**config.mk**
```make
export PLATFORM = sky130hd
export DESIGN_NAME = sdr_16_port_arbiter
export DESIGN_NICKNAME = d
export VERILOG_FILES = /design/src/rtl/sdr_16_port_arbiter.sv
export SDC_FILE = /design/constraint.sdc
export NUM_CORES = 1
export LEC_CHECK = 0
export CAP_MARGIN = 20
export CORE_UTILIZATION = 35
export CTS_CLUSTER_DIAMETER = 30
export DETAILED_ROUTE_END_ITERATION = 16
export PLACE_DENSITY = 0.62
export SYNTH_ARGS = -nofsm -noshare
export SYNTH_HDL_FRONTEND = slang
export SYNTH_SLANG_ARGS = --single-unit
```
**constraint.sdc**
```tcl
create_clock -name sdram_clk -period 1.9 [get_ports sdram_clk]
set_clock_uncertainty 0.15 [all_clocks]
set_input_delay 0.38 -clock sdram_clk [delete_from_list [all_inputs] [get_ports sdram_clk]]
set_output_delay 0.38 -clock sdram_clk [all_outputs]
set_load 0.005 [all_outputs]
```
**src/rtl/sdr_16_port_arbiter.sv**
```systemverilog
// Round-robin arbiter sharing the SDR SDRAM command FSM between ingress FIFO ports,
// plus the periodic auto-refresh request timer.
module sdr_16_port_arbiter #(
  parameter int unsigned nr_of_ports      = 4,
  parameter int unsigned refresh_interval = 390,
  parameter int unsigned rfr_width        = 10
) (
  input  logic                   sdram_clk,
  input  logic                   sdram_rst,
  input  logic [nr_of_ports-1:0] port_empty,
  input  logic                   state_idle,
  input  logic                   fifo_rd_adr,
  input  logic                   fifo_rd_data,
  input  logic                   cmd_aref,
  output logic [nr_of_ports-1:0] fifo_sel,
  output logic                   fifo_empty,
  output logic [nr_of_ports-1:0] port_rd_adr,
  output logic [nr_of_ports-1:0] port_rd_data,
  output logic                   refresh_req,
  output logic                   refresh_overrun
);

  localparam logic [rfr_width-1:0] rfr_reload = rfr_width'(refresh_interval - 1);

  logic [nr_of_ports-1:0] fifo_sel_q, fifo_sel_d;
  logic                   served_q, served_d;
  logic                   refresh_req_q, refresh_req_d;
  logic                   overrun_q, overrun_d;
  logic [rfr_width-1:0]   rfr_cnt_q, rfr_cnt_d;

  logic        granted_empty, others_pending, rotate, rfr_zero, found;
  int unsigned gnt_idx, nxt_idx;

  assign granted_empty  = |(port_empty & fifo_sel_q);
  assign others_pending = |(~port_empty & ~fifo_sel_q);
  // A pending refresh owns the idle FSM, so the grant must not move under it.
  assign rotate         = state_idle & ~refresh_req_q & others_pending & (served_q | granted_empty);
  assign rfr_zero       = (rfr_cnt_q == '0);

  always_comb begin
    gnt_idx = 0;
    for (int unsigned j = 0; j < nr_of_ports; j++) begin
      if (fifo_sel_q[j]) gnt_idx = j;
    end
  end

  // Search upward from granted+1 with wrap; the current port is never a candidate.
  always_comb begin
    nxt_idx = gnt_idx;
    found   = 1'b0;
    for (int unsigned i = 1; i < nr_of_ports; i++) begin
      for (int unsigned j = 0; j < nr_of_ports; j++) begin
        if (!found && (j == (gnt_idx + i) % nr_of_ports) && !port_empty[j]) begin
          nxt_idx = j;
          found   = 1'b1;
        end
      end
    end
  end

  always_comb begin
    fifo_sel_d    = fifo_sel_q;
    served_d      = served_q;
    refresh_req_d = refresh_req_q;
    overrun_d     = overrun_q;
    rfr_cnt_d     = rfr_cnt_q - 1'b1;

    if (rotate) begin
      for (int unsigned j = 0; j < nr_of_ports; j++) begin
        fifo_sel_d[j] = (j == nxt_idx);
      end
    end

    if (rotate) begin
      served_d = 1'b0;
    end else if (fifo_rd_adr) begin
      served_d = 1'b1;
    end else if (state_idle && !others_pending) begin
      served_d = 1'b0;
    end

    if (rfr_zero) begin
      rfr_cnt_d     = rfr_reload;
      refresh_req_d = 1'b1;
      if (refresh_req_q && !cmd_aref) overrun_d = 1'b1;
    end else if (cmd_aref) begin
      refresh_req_d = 1'b0;
    end
  end

  always_ff @(posedge sdram_clk or posedge sdram_rst) begin
    if (sdram_rst) begin
      fifo_sel_q    <= nr_of_ports'(1);
      served_q      <= 1'b0;
      refresh_req_q <= 1'b0;
      overrun_q     <= 1'b0;
      rfr_cnt_q     <= rfr_reload;
    end else begin
      fifo_sel_q    <= fifo_sel_d;
      served_q      <= served_d;
      refresh_req_q <= refresh_req_d;
      overrun_q     <= overrun_d;
      rfr_cnt_q     <= rfr_cnt_d;
    end
  end

  assign fifo_sel        = fifo_sel_q;
  assign fifo_empty      = granted_empty | rotate;
  assign refresh_req     = refresh_req_q;
  assign refresh_overrun = overrun_q;
  // Strobes are blocked outright while reset is held.
  assign port_rd_adr  = sdram_rst ? '0 : (fifo_sel_q & {nr_of_ports{fifo_rd_adr}});
  assign port_rd_data = sdram_rst ? '0 : (fifo_sel_q & {nr_of_ports{fifo_rd_data}});

endmodule

```
After elaboration in Yosys (flattened, before gate mapping)
Cells that the tools add are included.

Div/mod/pow operators: 0. Eq/ne operators: 12. Bitwise logic cells: 12. Shift-type cells: 0. $mul: 0. Muxes and demuxes: 34. Add/sub/neg operators: 4. Reduce and logical (&&, ||, !) cells: 52. $lt $le $gt $ge: 0.

Operators with widths (count): two-way mux 32 bit (12); logical NOT 32 bit (4); == test 2 x 32 -> 1 bit (first input constant) (2); == test 1 x 32 -> 1 bit (first input constant) (1); logical AND 1 bit (25); logical NOT 1 bit (17); two-way mux 1 bit (17); AND 4 bit (4); == test 2 bit (first input constant) (6); logical NOT 10 bit (1); two-way mux 10 bit (1); subtractor 10 x 1 -> 10 bit (second input constant) (1); two-way mux 4 bit (2); NOT 4 bit (2); OR reduction 4 bit (2); == test 1 x 2 -> 1 bit (first input constant) (3); adder 2 bit (second input constant) (2); two-way mux 2 bit (2); AND 1 bit (3); nonzero test 3 bit (1); adder 2 x 1 -> 2 bit (second input constant) (1); bitwise OR 1 bit (2); AND reduction 2 bit (1); nonzero test 2 bit (1); NOT 1 bit (1).

Input port bits: 10. Output and inout bits: 15. Memories kept: 0. Logic and storage cells: 119. Memory bits (read-only): 0. RAM bits: 0. Bits in latches: 0. Bits in registers: 17.

Longest topological paths before layout
Gate-level depths: netlist (run 1).

Depth in word-level cells: 52. Gate-level depth with buffers: 6. Mapped depth without buffers: 5.

Least setup slack after synthesis (run 1)
No wires, ideal clock.

Path kind: reg2out. From: reg fifo_sel_q[1] (netlist: fifo_sel[1]). To: out fifo_empty. Data arrival time: 1.280 ns. Stages on the path, launching flop included: 7. Slack: 0.090 ns. Buffers on the path: 2. Cells stage by stage: dfrtp_1 -> buf_4 -> a22o_1 -> nor3_2 -> or2_1 -> buf_2 -> nand2_1.

Cells in the longest elaborated chain, start to end: 6. Elaborated cells on any way between the ends: 9.

Ends and longest elaborated chain: from (decl) (line 25) `logic [nr_of_ports-1:0] fifo_sel_q, fifo_sel_d;`; from (signal assigned) (line 93) `fifo_sel_q <= nr_of_ports'(1);`; from (signal assigned) (line 99) `fifo_sel_q <= fifo_sel_d;`; NOT 4 bit (line 35) `assign others_pending = |(~port_empty & ~fifo_sel_q);`; AND 4 bit (line 35); OR reduction 4 bit (line 35); AND 1 bit (2 in a row) (line 37) `assign rotate = state_idle & ~refresh_req_q & others_pending & (served_q | granted_empty);`; bitwise OR 1 bit (*) (line 108) `assign fifo_empty = granted_empty | rotate;`; to (decl) (line 16) `output logic fifo_empty,`.

Mark *: on every way between the ends. The rest lies on a longest branch, timed or not.

Final worst setup path (run 1)
From: reg fifo_sel_q[0] (netlist: fifo_sel[0]). To: out fifo_empty.

Same word-level chain as after synthesis.

==> results of run 1 <==
==> per-stage QoR <==
| stage | setup TNS [ns] | utilization | power, uW | setup slack (ns) | cell area [um^2] |
|---|---|---|---|---|---|
| 2_1_floorplan | 0 | - | 905 | 0.0896 | 1090 |
| 3_3_place_gp | -3.96 | 0.518 | 1240 | -0.627 | 1480 |
| 3_5_place_dp | -4.40 | 0.518 | 1260 | -0.623 | 1480 |
| 4_1_cts | -0.111 | 0.547 | 1490 | -0.111 | 1560 |
| 5_1_grt | -0.445 | 0.575 | 1790 | -0.207 | 1640 |
| 6_report | -0.130 | 0.575 | 1670 | -0.0906 | 1640 |
==> worst max-delay path by stage <==
stage                             start    endpoint  cells past startpoint
final                       fifo_sel[0]  fifo_empty                      5
after global routing        fifo_sel[1]  fifo_empty                      5
after CTS                   fifo_sel[2]  fifo_empty                      5
after detailed placement  port_empty[1]  fifo_empty                      6
after global placement    port_empty[1]  fifo_empty                      6
after floorplan             fifo_sel[1]  fifo_empty                      6
==> sequential cells by signal (all words and copies together) (netlist names) <==
signal / cells
refresh_req: 1
fifo_sel: 4
rfr_cnt_q: 10
served_q: 1
refresh_overrun: 1
==> synthesized netlist by cell type, drive strengths merged (2+ instances only) <==
cell	number
o21a	2
nand2b	2
or4	2
nor2	7
a21o	3
nor3	3
xor2	2
o211ai	2
nor4	3
dfrtp	12
o21ai	9
o41ai	2
or3	3
nand2	6
inv	5
o31ai	5
a22o	3
a21oi	5
dfstp	5
and2	8
nor2b	3
buf	4
==> cells by family after synthesis <==
kind of cell | after synthesis | synth area share
AOI/OAI and AO/OA | 36 | 0.244
xor gates and xnor gates | 3 | 0.0240
adders and majority gates | 1 | 0.0114
buffers and inverters | 9 | 0.0435
DFF | 17 | 0.395
muxes | 1 | 0.00915
and+or+nand+nor | 44 | 0.273
==> routing by layer <==
| metal | vias up | global-route usage | wire [um] |
|---|---|---|---|
| met5 | - | 0 | 0 |
| met4 | 0 | 0.0510 | 24 |
| met3 | 4 | 0.0223 | 128 |
| met2 | 28 | 0.297 | 1470 |
| met1 | 498 | 0.228 | 1280 |
| li1 | 518 | - | - |
==> where the power goes <==
group / total, uW / internal, uW / switching, uW
clock network: 186 / 81.2 / 105
registers: 467 / 416 / 50.5
logic: 1020 / 537 / 482
==> repair_timing <==
action | CTS | global route
pin swaps | 5 | 10
buffers inserted | 4 | 7
setup endpoints to repair | 14 | 12
resized for setup | 38 | 24
==> layout make-up <==
class / instances / share of cell area
clock buffers: 4 / 0.0160
inverters: 5 / 0.0114
multi-input cells: 85 / 0.426
flip-flops and latches: 17 / 0.264
well taps: 31 / 0.0236
repair buffers: 51 / 0.259
==> worst min-delay path, cell delays in order <==
cell and delay, ns:
clkdlybuf4s15_1 0.27, buf_4 0.18, inv_1 0.04, buf_4 0.22
==> run_results.csv, run 1 <==
group,metric,value,unit
run_status,status,"complete, but fails checks",
run_status,violations,"design-rule violations, negative setup slack",
logic_synthesis,synth_edf_count,0,
critical_path,crit_arrival,1.46,ns
critical_path,critPathKind,"flip-flop to output pin",
worst_hold_path,hp-class,"primary input to async pin",
logic_synthesis,syn_inst,111,
drt,drtAntennaViolNets,0,
cts,cts_hold_buf,0,
grt,antenna_found_initial,0,
cells_and_area,seq_area,433,um^2
logic_synthesis,ys_warn_count,0,
drt,drt_iter0_markers,32,
floorplan,fp.dieArea,3350,um^2
cells_and_area,syn2layout_area_growth,50.1,%
job,cap_violations,0,
logic_synthesis,ys_seq_area_frac,0.395,
timing,holdWs,0.296,ns
logic_synthesis,ys_types,45,
place,io_buffers,24,
grt,first_global_vias,1042,
critical_path,r2r_cells,6,
cts,cts_tree,"done",
timing,fin_ws,-0.0906,ns
timing,worstMarginPinSlew,0.438,ns
grt,grt-ovfl-total,0,
cts,cts_sinks,17,
timing,relSlewSlack,0.705,
critical_path,worstPathRequired,1.37,ns
cts,cts-root-buf,"clkbuf_4",
floorplan,die_h,57.9,um
critical_path,path_cells,"nor2_2, o41ai_4, or2_1, nand2_1, buf_2",
critical_path,r2r_end,"fifo_sel[1]",
logic_synthesis,synth_top_cell_area_share,0.275,
floorplan,floorplan.initialDensity,0.383,
grt,grt_max_degree,18,
grt,grt_pass1_wl,4.55,mm
pwr,p_per_area,1020,nW/um^2
critical_path,crit_slowest_cell,"dfstp_2",
timing,fin_crit_sh,1.05,
drt,dr.pass1.iters,10,
floorplan,ioPinCount,25,
timing,timing.final.crit_period,1.99,ns
floorplan,num_rows,19,
grt,grtUsageTotal,0.173,
cells_and_area,multi_input_area,699,um^2
logic_synthesis,synth_area,1090,um^2
logic_synthesis,syn_area_per_cell,9.85,um^2
cells_and_area,antenna_cells,0,
place,dp_hpwl,2.03,mm
critical_path,r2r-start,"fifo_sel[1]",
drt,vias,1048,
cells_and_area,mostFrequentLayoutCell,"buf_4",
cells_and_area,layout-drive-gt1-share,0.395,
logic_synthesis,synth_area_leaders,"dfrtp_1 27%, dfstp_2 12%, and2_1 4.6%",
cts,htree_levels,1,
drt,wirelength,2.91,mm
logic_synthesis,synth_nets,122,
logic_synthesis,synthArstFlopShare,1.00,
timing,rsz0062_at_grt,"true",
cells_and_area,final_cell_mix,"22 x buf_4, 11 x dfrtp_1, 9 x o21ai_0, 9 x dlygate4sd2_1, 7 x and2_1",
critical_path,crit_buf_inv,1,
place,gp_congestion,0.775,
critical_path,cp_top_family,"flip-flops",
logic_synthesis,yosysTopAreaCell,"dfrtp_1",
critical_path,regToRegSetupSlack,-0.04,ns
pwr,leakage,0.000773,uW
critical_path,end_kind,"output pin",
place,place_inst,180,
drt,route.detailed.drc,3,
cts,cts_buffers,3,
cells_and_area,final_cells,193,
timing,drv_slew,0,
cells_and_area,nets,174,
floorplan,die_w,57.9,um
timing,hold_violations,0,
drt,viasPerCell,5.43,
cells_and_area,fillCellCount,262,
cts,clkLatencyLatePin,0.28,ns
timing,fmax,0.502,GHz
drt,post_drt_wl_per_cell,15.1,um
pwr,vdd_drop_max,620,uV
logic_synthesis,synth_ff_type,"dfrtp_1",
critical_path,critPathLaunchType,"flip-flop",
timing,finalSetupViolCount,3,
cts,clkTransAtPathRegs,0.10,ns
critical_path,cpPeakStageDelay,0.57,ns
cts,clockBufferDepth,2,
critical_path,cp_max_fo,3,
floorplan,coreArea,2850,um^2
logic_synthesis,ys_ff_latch,17,
Power figures use the tool's default switching activity.
==> inputs of run 2 (changes only) <==
TNS_END_PERCENT = 20   (was unset)
==> run 2 against run 1 <==
The flow still finishes with violations (design-rule violations, negative setup slack). Sequential cell count stayed put. Sequential power hardly changed. Wire length is 9.0% lower. Via count is 3.3% lower. Cell area is 5.0% lower. Critical path type unchanged. Largest cell class unchanged.
==> run_results.csv, run 2 (synthesis gave the netlist of run 1 again) <==
group,metric,value,unit
run_status,status,"complete, but fails checks",
run_status,violations,"design-rule violations, negative setup slack",
critical_path,worstPathRequired,1.37,ns
critical_path,path_depth,5,
cells_and_area,syn2layout_area_growth,42.6,%
critical_path,path_cells,"a22o_1, nor3_2, or2_1, nand2_1, buf_2",
cts,htree_levels,1,
cells_and_area,nets,168,
timing,fin_crit_sh,1.07,
cells_and_area,antenna_cells,0,
timing,hold_violations,0,
pwr,p_int,923,uW
cts,cts-root-buf,"clkbuf_4",
pwr,leakage,0.000745,uW
pwr,p_clk_frac,0.128,
drt,post_drt_wl_per_cell,14.2,um
cells_and_area,top_register,"rfr_cnt_q",
cells_and_area,seq_area,433,um^2
critical_path,end_kind,"output pin",
drt,vias,1013,
critical_path,crit_arrival,1.50,ns
floorplan,coreArea,2850,um^2
drt,drt-met1-wl,1.20,mm
drt,highest_layer,"met4",
cells_and_area,mostFrequentLayoutCell,"buf_4",
critical_path,critPathLaunchType,"flip-flop",
drt,dr.pass1.iters,10,
pwr,vdd_drop_max,627,uV
drt,wl_met2,1.31,mm
critical_path,crit_buf_inv,1,
grt,grt-ovfl-total,0,
pwr,power_frac_comb,0.554,
cts,clkLatencyLatePin,0.28,ns
timing,fin_ws,-0.126,ns
drt,drt_iter0_markers,28,
cts,clkTransAtPathRegs,0.10,ns
drt,viasPerCell,5.42,
timing,timing.final.crit_period,2.03,ns
floorplan,fp.dieArea,3350,um^2
grt,first_global_vias,1026,
timing,drv_slew,0,
timing,finalSetupViolCount,1,
critical_path,critPathKind,"flip-flop to output pin",
pwr,p_per_area,948,nW/um^2
timing,relSlewSlack,0.698,
timing,fmax,0.493,GHz
floorplan,floorplan.initialDensity,0.383,
floorplan,num_rows,19,
job,cap_violations,0,
grt,grtUsageTotal,0.168,
drt,wirelength,2.65,mm
pwr,switching_power,555,uW
critical_path,crit_slowest_cell,"dfstp_2",
cells_and_area,layout-drive-gt1-share,0.327,
pwr,p_seq_frac,0.318,
grt,grt_pass1_wl,4.43,mm
cts,clockBufferDepth,2,
cells_and_area,multi_input_area,651,um^2
timing,holdWs,0.292,ns
worst_hold_path,hp-class,"primary input to async pin",
critical_path,cp_top_family,"flip-flops",
drt,drtAntennaViolNets,0,
place,io_buffers,24,
place,gp_congestion,0.775,
pwr,power,1480,uW
drt,route.detailed.drc,3,
grt,antenna_found_initial,0,
place,dp_hpwl,2.03,mm
cells_and_area,largest_reg_flops,10,
critical_path,cpPeakStageDelay,0.57,ns
drt,wl_met3,124,um
cts,cts_sinks,17,
cts,cts_hold_buf,0,
cts,cts_tree,"done",
floorplan,die_h,57.9,um
timing,rsz0062_at_grt,"true",
cells_and_area,fillCellCount,272,
pwr,swShare,0.375,
critical_path,cp_max_fo,3,
floorplan,ioPinCount,25,
critical_path,r2r_cells,6,
cts,cts_buffers,3,
grt,grt_max_degree,18,
timing,worstMarginPinSlew,0.450,ns
floorplan,die_w,57.9,um
cells_and_area,final_cell_mix,"16 x buf_4, 11 x dfrtp_1, 10 x dlygate4sd2_1, 9 x o21ai_0, 8 x and2_1",
## run 2: tightest hold or removal path, cell delays in order
cell             delay (ns)
clkdlybuf4s15_1        0.27
buf_4                  0.18
inv_1                  0.04
buf_4                  0.22
## run 2: final cells by class
type | count | share of cell area
well taps | 31 | 0.0249
multi-input cells | 85 | 0.417
inverters | 5 | 0.0120
repair buffers | 45 | 0.251
flip-flops and latches | 17 | 0.278
clock buffers | 4 | 0.0169
## run 2: what timing repair did
action,in CTS,in global routing
setup endpoints to repair,14,10
gates resized for setup,34,14
buffers inserted,2,1
pin swaps,3,4
## run 2: per-layer routing
layer,up-vias,global-route usage
met5,-,0
met4,0,0.0510
met3,4,0.0223
met2,26,0.289
met1,480,0.219
li1,503,-
## run 2: stage by stage
stage	setup slack, ns	utilization	cell area [um^2]	setup TNS, ns	cells
finish	-0.126	0.546	1560	-0.126	187
global route	-0.221	0.546	1560	-0.355	187
CTS	-0.211	0.542	1550	-0.419	186
detailed placement	-0.623	0.518	1480	-4.40	180
global placement	-0.627	0.518	1480	-3.96	180
floorplan	0.0896	-	1090	0	111
## run 2: power groups by stage
stage | logic, uW | registers [uW] | clock network [uW]
floorplan | 444 | 461 | 0
detailed placement | 793 | 468 | 0
global placement | 772 | 467 | 0
finish | 819 | 469 | 190
global route | 914 | 476 | 207
CTS | 792 | 471 | 194
## run 2: worst paths after layout
check / slack (ns) / endpoint / start
hold / removal: 0.29 / rfr_cnt_q[5] / sdram_rst
min in group sdram_clk: 0.33 / rfr_cnt_q[0] / rfr_cnt_q[0]
hold reg to reg: 0.33 / rfr_cnt_q[0] / rfr_cnt_q[0]
setup / recovery: -0.13 / fifo_empty / fifo_sel[0]
max in group asynchronous: 1.05 / fifo_sel[0] / sdram_rst
setup reg to reg: 0.07 / fifo_sel[2] / fifo_sel[1]
